$ cat src/rtl/pc_redirect_ctrl.sv
// Fetch PC owner: sequential advance plus branch/jump/jr redirects, holding a redirect pending across imem back-pressure.
// Redirect lands in pc one cycle after acceptance; optional BRANCH_STATS_EN adds saturating branch evaluation/taken counters.
module pc_redirect_ctrl #(
    parameter int                ADDR_W   = 32,
    parameter logic [ADDR_W-1:0] RESET_PC = '0
) (
    input  logic              clk,
    input  logic              rst_n,
    input  logic [1:0]        pcsrc,
    input  logic              branch_bool,
    input  logic [ADDR_W-1:0] branch_target,
    input  logic [ADDR_W-1:0] jump_target,
    input  logic [ADDR_W-1:0] jr_target,
    input  logic              stall,
    input  logic              imem_ready,
    output logic [ADDR_W-1:0] pc,
    output logic [ADDR_W-1:0] pc_plus4,
    output logic              imem_req,
    output logic              ifid_flush,
    output logic              redirect_busy
`ifdef BRANCH_STATS_EN
    ,
    output logic [31:0]       br_eval_cnt,
    output logic [31:0]       br_taken_cnt
`endif
);

    typedef enum logic {RUN, HOLD} state_t;

    state_t            state_q, state_d;
    logic [ADDR_W-1:0] pc_q, pc_d;
    logic [ADDR_W-1:0] pend_q, pend_d;
    logic [ADDR_W-1:0] tgt_raw, tgt;
    logic              req_q;
    logic              redir;
    logic              advance;

    assign pc            = pc_q;
    assign pc_plus4      = pc_q + ADDR_W'(4);
    assign imem_req      = req_q;
    assign redirect_busy = (state_q == HOLD);
    assign advance       = imem_ready & ~stall;
    assign redir         = ~stall & (((pcsrc == 2'b01) & branch_bool) | pcsrc[1]);

    always_comb begin
        tgt_raw = jr_target;
        case (pcsrc)
            2'b01:   tgt_raw = branch_target;
            2'b10:   tgt_raw = jump_target;
            default: tgt_raw = jr_target;
        endcase
        tgt = {tgt_raw[ADDR_W-1:2], 2'b00};
    end

    always_comb begin
        state_d    = state_q;
        pc_d       = pc_q;
        pend_d     = pend_q;
        ifid_flush = 1'b0;
        case (state_q)
            RUN: begin
                if (redir && imem_ready) begin
                    pc_d       = tgt;
                    ifid_flush = rst_n;
                end else if (redir) begin
                    pend_d  = tgt;
                    state_d = HOLD;
                end else if (advance) begin
                    pc_d = pc_plus4;
                end
            end
            HOLD: begin
                // ID is frozen behind the pending redirect, so only imem_ready matters here.
                if (imem_ready) begin
                    pc_d       = pend_q;
                    ifid_flush = rst_n;
                    state_d    = RUN;
                end
            end
            default: state_d = RUN;
        endcase
    end

    always_ff @(posedge clk or negedge rst_n) begin
        if (!rst_n) begin
            state_q <= RUN;
            pc_q    <= RESET_PC;
            pend_q  <= '0;
            req_q   <= 1'b0;
        end else begin
            state_q <= state_d;
            pc_q    <= pc_d;
            pend_q  <= pend_d;
            req_q   <= 1'b1;
        end
    end

`ifdef BRANCH_STATS_EN
    logic br_eval;
    assign br_eval = (state_q == RUN) & (pcsrc == 2'b01) & ~stall;

    always_ff @(posedge clk or negedge rst_n) begin
        if (!rst_n) begin
            br_eval_cnt  <= '0;
            br_taken_cnt <= '0;
        end else begin
            if (br_eval && (br_eval_cnt != 32'hFFFF_FFFF))
                br_eval_cnt <= br_eval_cnt + 32'd1;
            if (br_eval && branch_bool && (br_taken_cnt != 32'hFFFF_FFFF))
                br_taken_cnt <= br_taken_cnt + 32'd1;
        end
    end
`endif

endmodule
$ cat config.mk
export PLATFORM = sky130hd
export DESIGN_NAME = pc_redirect_ctrl
export DESIGN_NICKNAME = d
export VERILOG_FILES = /design/src/rtl/pc_redirect_ctrl.sv
export SDC_FILE = /design/constraint.sdc
export NUM_CORES = 1
export LEC_CHECK = 0
export ABC_AREA = 1
export ABC_CLOCK_PERIOD_IN_PS = 1500
export BUFFER_PORTS_ARGS = -buffer_cell sky130_fd_sc_hd__buf_4
export CAP_MARGIN = 20
export CORE_MARGIN = 2
export CORE_UTILIZATION = 46
export CTS_CLUSTER_SIZE = 25
export DETAILED_ROUTE_END_ITERATION = 7
export PLACE_DENSITY_LB_ADDON = 0.05
export SYNTH_ARGS = -nofsm -noshare
export SYNTH_HDL_FRONTEND = slang
export SYNTH_SLANG_ARGS = --single-unit
$ cat constraint.sdc
create_clock -name clk -period 1.5 [get_ports clk]
set_input_delay 0.15 -clock clk [delete_from_list [all_inputs] [get_ports clk]]
set_output_delay 0.15 -clock clk [all_outputs]
set_load 0.02 [all_outputs]
==> impl_metrics.csv <==
group,metric,value,unit
final_layout,num_antenna_cells,0,
pwr,comb_power_share,0.548,
clocking,clk_latency,350,ps
floorplanning,ios,170,
setup_path,worst_ep_arrival_time,1820,ps
sta,fin_setup_tns,-15060,ps
run_status,violations,"setup timing",
synth,synth-seq-area-share,0.328,
sta,min_period,1970,ps
global_routing,overflow,0,
floorplanning,fp-row-count,37,
clocking,cts_max_path_buffers,2,
drt,antenna_left,0,
worst_hold_path,whs_path_depth,5,
synth,ys_ff_latch,62,
sta,fin_crit_sh,1.31,
clocking,cts_tree,"yes",
synth,synth-adder-area-share,0.00793,
synth,synthArstFlopShare,1.00,
floorplanning,dieHeight,105,microns
pwr,p_leak,3.94,nW
sta,fin_skew,13.7,ps
synth,mappedNetlistArea,4730,sq um
job,drv_cap,0,
placement,pre_cts_ws,-298,ps
pwr,power.share.sequential,0.279,
placement,dpl.hpwl,12700,microns
pwr,p_sw,0.00356,W
setup_path,crit_required,1350,ps
clocking,numCtsBuffers,9,
sta,rsz0062_at_grt,"yes",
setup_path,start_kind,"flip-flop",
synth,synth_mux_area_frac,0.0182,
pwr,sw_frac_of_total,0.407,
placement,portBuffers,159,
pwr,p_int,0.00518,W
synth,ys_top_cells_by_count,"nand2_1 (286), inv_1 (67), a21oi_1 (62), dfrtp_1 (62), o21ai_0 (47)",
synth,synth_xor_area_frac,0.0405,
global_routing,grt_use_total,0.302,
clocking,root_buffer,"clkbuf_8",
drt,vias_per_cell,5.11,
setup_path,rrSetupSlack,-420,ps
placement,place.gp.congestion,0.948,
sta,fmax,0.507,GHz
clocking,h-tree-depth,3,
synth,ys.flop_type,"dfrtp_1",
worst_hold_path,hp-start,"jr_target[20]",
drt,routed_wl,17200,microns
sta,slew_violations,0,
final_layout,final_cell_area,7650,sq um
synth,yosys.cell_count.top_type,"nand2_1",
synth,synthSimpleGateAreaFrac,0.372,
setup_path,critPathKind,"reg2out",
synth,synth_cell_type_count,33,
synth,ys.warnings.count,0,
sta,hold_viol_final,0,
floorplanning,coreArea,10100,sq um
global_routing,grt_pass1_wl,26700,microns
synth,avgSynthCellArea,6.60,sq um
synth,synth_top_area_share,0.328,
synth,yosys.area.top_type,"dfrtp_1",
global_routing,antenna_found_initial,0,
run_status,outcome,"finished, violations left",
worst_hold_path,hold_class,"in2reg",
drt,drt-pass1-iter-count,7,
final_layout,syn2layout_area_growth,61.6,%
setup_path,r2r_cells,13,
synth,synth_top_family_by_area,"simple AND/OR/NAND/NOR gates",
floorplanning,dieArea,11100,sq um
clocking,cts.clk_slew.worst_paths,70,ps
global_routing,grt_max_degree,57,
setup_path,r2r_end,"pc[9]",
setup_path,r2r-start,"pc[3]",
drt,vias,5620,
setup_path,worstSetupEndpointType,"output port",
clocking,cts.sinks,62,
final_layout,fill_cells,780,
synth,synth-compound-area-share,0.125,
synth,yosys-top-cells-area,"dfrtp_1 (33%), nand2_1 (23%), a21oi_1 (6.6%), inv_1 (5.3%), o21ai_0 (5.0%)",
drt,drc,0,
pwr,peakVddDrop,0.850,mV
pwr,power,0.00874,W
sta,setup_violations,53,
floorplanning,fp.dieW,105,microns
final_layout,drive_gt1_frac,0.432,
drt,wire_per_inst,15.6,microns
setup_path,cp_max_fo,4,
drt,drt_iter0_markers,378,
final_layout,nets,1064,
global_routing,grt_pass1_vias,5532,
synth,postSynthCellCount,717,
sta,worst_slack,-471,ps
synth,synth_edf_count,0,
worst_hold_path,holdPathEnd,"pend_q[20]",
pwr,power.density,1140,nW/um^2
floorplanning,initial_core_util,0.467,
placement,placed_area,6630,sq um
pwr,p_clk_frac,0.173,
==> kinds of logic (layout without fill, tap and decap cells) <==
logic type,Yosys count,count (layout)
AND/OR/NAND/NOR,401,401
adder cells (fa/ha/maj),3,3
multiplexers,8,8
AO/OA/AOI/OAI,116,116
other,2,5
flip-flops,62,62
XOR/XNOR,15,15
buffers and inverters,110,353
==> through the flow <==
stage | hold WS (ps) | instances | utilization
floorplan | -146 | 720 | -
global route | 190 | 1099 | 0.754
detailed placement | -2.06 | 1049 | 0.654
finish | 167 | 1099 | 0.754
global placement | -7.54 | 1049 | 0.654
CTS | 158 | 1081 | 0.706
==> routing by layer <==
metal | vias to the layer above | part of all wire | GRT usage
met4 | 0 | 0.021 | 0.0981
met1 | 2668 | 0.40 | 0.390
met2 | 219 | 0.51 | 0.515
met5 | - | 0 | 0
met3 | 25 | 0.069 | 0.0519
li1 | 2708 | - | -
==> cells in the final DEF (no fill, tap or decap), types with 3 or more instances in the layout <==
cell type and instances:
nand2_1 227, buf_4 206, inv_1 66, a21oi_1 61, nand2_2 59, dfrtp_1 52
buf_6 51, o21ai_0 44, nand3_1 33, nor2_1 29, nor2_2 14, nor2_4 12
xor2_4 11, clkbuf_8 10, dfrtp_2 10, nand2_4 9, nand3b_1 8, buf_12 8
o21ai_1 5, conb_1 5, inv_2 4, nor2_8 4, o211ai_1 4, mux2_2 4
xor2_2 3, mux2i_1 3, clkbuf_1 3
==> flip-flops by register name (all words and copies together) (netlist names) <==
signal / flops
redirect_busy: 1
imem_req: 1
pend_q: 30
pc: 30
==> power by group through the flow <==
stage / Combinational, W / Clock [W] / Sequential, W
final: 0.00479 / 0.00151 / 0.00244
after global routing: 0.00513 / 0.00162 / 0.00248
after global placement: 0.00387 / 0 / 0.00240
after floorplan: 0.00173 / 0 / 0.00274
after detailed placement: 0.00390 / 0 / 0.00243
after CTS: 0.00425 / 0.00154 / 0.00241
==> what timing repair did <==
item	4_1_cts	5_1_grt
pin swaps	23	54
setup buffers	15	20
endpoints found under the hold margin	63	0
resized for setup	55	102
endpoints found under the setup margin	52	57
hold buffers	2	0
==> how the worst max path moves through the flow <==
stage	slack (ps)	endpoint	cells past startpoint	start
2_1_floorplan	-180	pc[30]	12	pc[3]
3_3_place_gp	-260	pc[15]	12	pcsrc[0]
3_5_place_dp	-300	pc[15]	12	pcsrc[0]
4_1_cts	-460	pc_plus4[30]	9	pc[3]
5_1_grt	-560	pc_plus4[13]	7	pc[2]
6_report	-470	pc_plus4[13]	7	pc[3]
==> critical path, stage by stage, from the launching register on <==
cell and delay [ps]:
dfrtp_2 400, buf_6 110, nand2_4 40, nor2_4 200, nand2_4 150, nor2_4 210, xor2_2 210, buf_6 150
==> layout make-up <==
cell class / count / area, sq um / share of cell area
multi-input combinational: 548 / 3160 / 0.413
timing repair buffer: 267 / 2300 / 0.301
sequential: 62 / 1560 / 0.204
inverter: 70 / 263 / 0.0344
tap: 136 / 170 / 0.0222
clock buffer: 13 / 149 / 0.0195
clock inverter: 3 / 45.0 / 0.00589
Power figures use the tool's default switching activity.
